==> config.mk <==
export PLATFORM = sky130hd
export DESIGN_NAME = step_ctrl
export DESIGN_NICKNAME = d
export VERILOG_FILES = /design/src/rtl/step_ctrl.sv
export SDC_FILE = /design/constraint.sdc
export NUM_CORES = 1
export LEC_CHECK = 0
export CORE_ASPECT_RATIO = 1.5
export CORE_MARGIN = 4
export CORE_UTILIZATION = 49
export DETAILED_ROUTE_END_ITERATION = 8
export PLACE_DENSITY = 0.88
export SETUP_SLACK_MARGIN = 0.05
export SYNTH_ARGS = -nofsm -noshare
export SYNTH_HDL_FRONTEND = slang
export SYNTH_SLANG_ARGS = --single-unit
==> constraint.sdc <==
create_clock -name clk -period 2.3 [get_ports clk]
set_clock_uncertainty 0.2 [all_clocks]
set_input_delay 0.345 -clock clk [delete_from_list [all_inputs] [get_ports clk]]
set_output_delay 0.345 -clock clk [all_outputs]
set_load 0.005 [all_outputs]
==> src/rtl/step_ctrl.sv <==
// Single-step / free-run / burst execution controller for a CPU core.
// Gates the CPU enable from debounced button pulses and counts retired instructions.
module step_ctrl #(
    parameter int CNT_W = 32
) (
    input  logic             clk,
    input  logic             rstn,
    input  logic             btn_step,
    input  logic             btn_run,
    input  logic             btn_burst,
    input  logic [15:0]      burst_len,
    input  logic             instr_done,
    input  logic             cpu_halted,
    output logic             cpu_en,
    output logic [1:0]       state,
    output logic [15:0]      burst_left,
    output logic [CNT_W-1:0] retired
);

    typedef enum logic [1:0] {
        S_HALT  = 2'd0,
        S_STEP  = 2'd1,
        S_RUN   = 2'd2,
        S_BURST = 2'd3
    } state_t;

    state_t           state_q;
    logic             cpu_en_q;
    logic             pend_step_q;
    logic             stop_req_q;
    logic [15:0]      burst_left_q;
    logic [CNT_W-1:0] retired_q;
    logic [CNT_W-1:0] retired_d;

    assign retired_d  = retired_q + CNT_W'(1);

    assign cpu_en     = cpu_en_q;
    assign state      = state_q;
    assign burst_left = burst_left_q;
    assign retired    = retired_q;

    // cpu_en_q is written alongside every state_q update so it always equals (state != HALT).
    always_ff @(posedge clk) begin
        if (!rstn) begin
            state_q      <= S_HALT;
            cpu_en_q     <= 1'b0;
            pend_step_q  <= 1'b0;
            stop_req_q   <= 1'b0;
            burst_left_q <= '0;
            retired_q    <= '0;
        end else begin
            if (instr_done && cpu_en_q) begin
                retired_q <= retired_d;
            end

            if (cpu_halted && (state_q != S_HALT)) begin
                state_q      <= S_HALT;
                cpu_en_q     <= 1'b0;
                pend_step_q  <= 1'b0;
                stop_req_q   <= 1'b0;
                burst_left_q <= '0;
            end else begin
                case (state_q)
                    S_HALT: begin
                        if (!cpu_halted) begin
                            if (btn_run) begin
                                state_q  <= S_RUN;
                                cpu_en_q <= 1'b1;
                            end else if (btn_burst && (burst_len != 16'd0)) begin
                                state_q      <= S_BURST;
                                cpu_en_q     <= 1'b1;
                                burst_left_q <= burst_len;
                            end else if (btn_step || pend_step_q) begin
                                state_q     <= S_STEP;
                                cpu_en_q    <= 1'b1;
                                pend_step_q <= 1'b0;
                            end
                        end
                    end

                    S_STEP: begin
                        // A step pulse arriving with the retirement is held and replayed from HALT.
                        if (instr_done) begin
                            state_q     <= S_HALT;
                            cpu_en_q    <= 1'b0;
                            pend_step_q <= pend_step_q | btn_step;
                        end else if (btn_step) begin
                            pend_step_q <= 1'b1;
                        end
                    end

                    S_RUN: begin
                        if (instr_done && (stop_req_q || btn_run)) begin
                            state_q    <= S_HALT;
                            cpu_en_q   <= 1'b0;
                            stop_req_q <= 1'b0;
                        end else if (btn_run) begin
                            stop_req_q <= 1'b1;
                        end
                    end

                    S_BURST: begin
                        if (instr_done) begin
                            if (stop_req_q || btn_run || (burst_left_q == 16'd1)) begin
                                state_q      <= S_HALT;
                                cpu_en_q     <= 1'b0;
                                stop_req_q   <= 1'b0;
                                burst_left_q <= '0;
                            end else begin
                                burst_left_q <= burst_left_q - 16'd1;
                            end
                        end else if (btn_run) begin
                            stop_req_q <= 1'b1;
                        end
                    end

                    default: begin
                        state_q  <= S_HALT;
                        cpu_en_q <= 1'b0;
                    end
                endcase
            end
        end
    end

endmodule
==> flow_metrics.py <==
metrics = {
    "synthesis": {
        "ys_seq_elements": 53,
        "synth_fp_nets": 371,
        "yosysMostFrequentCell": "sky130_fd_sc_hd__dfxtp_1",
        "count_of_flip_flops_with_a_built_in_enable_after_synthesis": 0,
        "synthDominantAreaCellType": "sky130_fd_sc_hd__dfxtp_1",
        "syn_avg_cell_area_um2": 8.22,
        "total_standard_cell_area_after_synthesis_um2": 2840,
        "synth_cell_types": 51,
        "ys_seq_area_frac": 0.374,
        "netlist_instances": 345,
        "post_synth_most_frequent_cells": "53 x sky130_fd_sc_hd__dfxtp_1, 34 x sky130_fd_sc_hd__nand2_1, 34 x sky130_fd_sc_hd__nor2_1",
        "asyncSetResetFlopFracSynth": 0,
        "yosysTopAreaCellShare": 0.374,
        "synth_warnings": 0,
        "synth.area.top_cells": "sky130_fd_sc_hd__dfxtp_1 37%, sky130_fd_sc_hd__xor2_1 5.9%, sky130_fd_sc_hd__nand2_1 4.5%",
        "yosys_most_used_dff": "sky130_fd_sc_hd__dfxtp_1",
    },
    "cts": {
        "numCtsBuffers": 5,
        "root_buffer": "sky130_fd_sc_hd__clkbuf_8",
        "cts_tree": "done",
        "clk_pin_slew_worst_paths_ps": 110,
        "h-tree-depth": 2,
        "insertion_delay_ps": 320,
        "maximum_root_to_sink_buffer_count": 2,
        "cts-hold-fix-buffers": 0,
        "cts.sinks": 53,
    },
    "setup_path": {
        "worst_path_largest_cell_delay_ps": 530,
        "crit_path_top_delay_cell": "sky130_fd_sc_hd__or4_4",
        "worstRegToRegCells": 6,
        "critical_path_arrival_ps": 2260,
        "path_max_fanout": 6,
        "setup.worst_path.start_class": "flip-flop",
        "path_depth": 6,
        "critical_path_s_top_delay_family": "simple AND/OR/NAND/NOR gates",
        "cp_num_buf_inv": 1,
        "timing.critical_path.to_type": "flip-flop",
        "critical_path_required_ps": 2320,
        "crit_type": "flip-flop to flip-flop",
        "critical_path.cell_chain": "or4_4, and4bb_4, nor2_2, buf_6, a32o_2, a32o_1",
    },
    "layout": {
        "final.fill_count": 424,
        "design.final.nets": 493,
        "antenna_cells": 0,
        "drive_above_1_share": 0.184,
        "synthToLayoutAreaGrowth_pct": 46.6,
    },
    "route": {
        "top_signal_layer_used": "met4",
        "routed-wl-met3_um": 563,
        "routed_len_inst_um": 16.8,
        "detail_route.wirelength.met1_mm": 3.19,
        "drt_pre_antenna_iters": 5,
        "drt-initial-drc-count": 238,
        "drtAntennaViolNets": 0,
        "routed-via-count": 3248,
        "dr_wl_met2_mm": 4.87,
        "wirelength_mm": 9.05,
        "route.detailed.vias_per_inst": 6.04,
        "drt_drc_violations_left": 0,
    },
    "placed_design": {
        "weighted_congestion_reported_at_the_end_of_routability_driven_placement": 0.986,
        "place_hpwl_mm": 6.90,
        "port_buffers": 73,
    },
    "global_route": {
        "antenna_found_initial": 0,
        "wire_length_of_the_first_global_routing_pass_mm": 14.5,
        "grt_start_max_net_pins": 30,
        "grt_pass1_vias": 3217,
        "grt_remaining_overflow": 0,
        "globalRouteTotalUtil": 0.249,
    },
    "timing": {
        "finalHoldViolCount": 0,
        "setup_tns_ps": 0,
        "finalSetupViolations": 0,
        "slew_violations": 0,
        "unrepaired_setup_endpoints_after_global_routing": "yes",
        "period_needed_ps": 2240,
        "clock.fmax_ghz": 0.447,
        "worst_slew_pin_slew_ps": 450,
        "fin_crit_sh": 0.973,
        "worst_max_slew_margin_expressed_relative_to_the_limit": 0.697,
    },
    "power": {
        "internal_power_mw": 1.54,
        "power.combinational.fraction": 0.317,
        "seq_power_share": 0.441,
        "total_power_mw": 2.29,
        "power.static_leakage_nw": 1.58,
        "power.density_cell_area_nw_per_um2": 550,
        "p_sw_uw": 744,
        "switching_share": 0.325,
        "worst_ir_drop_vdd_uv": 391,
        "clock_power_share": 0.242,
    },
    "floorplanning": {
        "placement_row_count": 33,
        "die_w_um": 70.1,
        "io_pins": 74,
        "core_area_um2": 5530,
        "start_util": 0.512,
        "floorplan.die_area_um2": 7090,
        "floorplan.die.height_um": 101,
    },
    "worst_hold_path": {
        "whs_path_depth": 2,
        "timing.hold.worst.class": "flip-flop to flip-flop",
    },
    "status": {
        "run_status": "finished, final reports clean",
    },
    "run": {
        "max-cap-violations": 0,
    },
}
routing by layer:
metal  up-vias  GRT usage
li1       1509          -
met1      1527      0.244
met2       169      0.472
met3        43     0.0506
met4         0      0.158
met5         -          0
flip-flops by register name, indices dropped and copies added, names as in the netlist:
signal	flops
pend_step_q	1
stop_req_q	1
cpu_en	1
state	2
retired	32
burst_left	16
per-stage QoR:
stage                      util  instances  instance area (um2)  hold slack (ps)  setup WS [ps]
after floorplan               -        345                 2840              280            168
after global placement    0.726        528                 4020              283           -187
after detailed placement  0.726        528                 4020              310           -212
after CTS                 0.743        536                 4110              325           37.6
after global routing      0.751        538                 4160              341           13.8
final                     0.751        538                 4160              320           61.4
placed cells by master, fill, tap and decap left out, types with 10 or more instances in the layout:
cell type                         netlist  final
sky130_fd_sc_hd__a21oi_1               23     23
sky130_fd_sc_hd__buf_4                  4     54
sky130_fd_sc_hd__clkdlybuf4s50_1        0     73
sky130_fd_sc_hd__dfxtp_1               53     50
sky130_fd_sc_hd__nand2_1               34     34
sky130_fd_sc_hd__nand3_1               16     16
sky130_fd_sc_hd__nand4_1               15     15
sky130_fd_sc_hd__nor2_1                34     33
sky130_fd_sc_hd__nor3_1                11     11
sky130_fd_sc_hd__nor4_1                10     10
sky130_fd_sc_hd__o21ai_0               13     13
sky130_fd_sc_hd__xor2_1                19     19
worst min-delay path, delay by kind of cell, from the launching register on:
kind	cells	cell delay [ps]
flip-flops	1	360
AND/OR/NAND/NOR	1	70
AO/OA/AOI/OAI	1	60
worst paths after layout:
kind / from / to / slack [ps]
min reg2reg: retired[1] / retired[1] / 320
max: burst_left[11] / burst_left[6] / 60
max reg2reg: burst_left[11] / burst_left[6] / 60
min: retired[1] / retired[1] / 320
kinds of logic (layout without fill, tap and decap cells):
| logic type | after synthesis | after routing | synth area share |
|---|---|---|---|
| DFF | 53 | 53 | 0.374 |
| muxes | 1 | 1 | 0.00353 |
| xor gates and xnor gates | 24 | 24 | 0.0741 |
| AOI/OAI and AO/OA | 79 | 79 | 0.196 |
| buffers and inverters | 26 | 149 | 0.0437 |
| and+or+nand+nor | 159 | 159 | 0.295 |
| adders and majority gates | 3 | 3 | 0.0132 |
power groups by stage:
stage	logic [mW]	clock network, mW	registers, mW
after global routing	0.774	0.602	1.02
after detailed placement	0.693	0	1.03
final	0.726	0.553	1.01
after global placement	0.687	0	1.02
after CTS	0.701	0.554	1.00
after floorplan	0.338	0	1.02
final cells by class:
type	count	area [um2]	share of cell area
Multi-Input combinational cell	266	1680	0.403
Timing Repair Buffer	132	1200	0.290
Clock buffer	5	68.8	0.0166
Inverter	9	33.8	0.00813
Sequential cell	53	1060	0.256
Tap cell	70	87.6	0.0211
Clock inverter	3	21.3	0.00512
what timing repair did:
action / in CTS / in global routing
cloned: 0 / 1
resized for setup: 1 / 10
pin swaps: 0 / 2
buffers inserted: 0 / 1
endpoints found under the setup margin: 3 / 8
(Power assumes the default switching activity.)
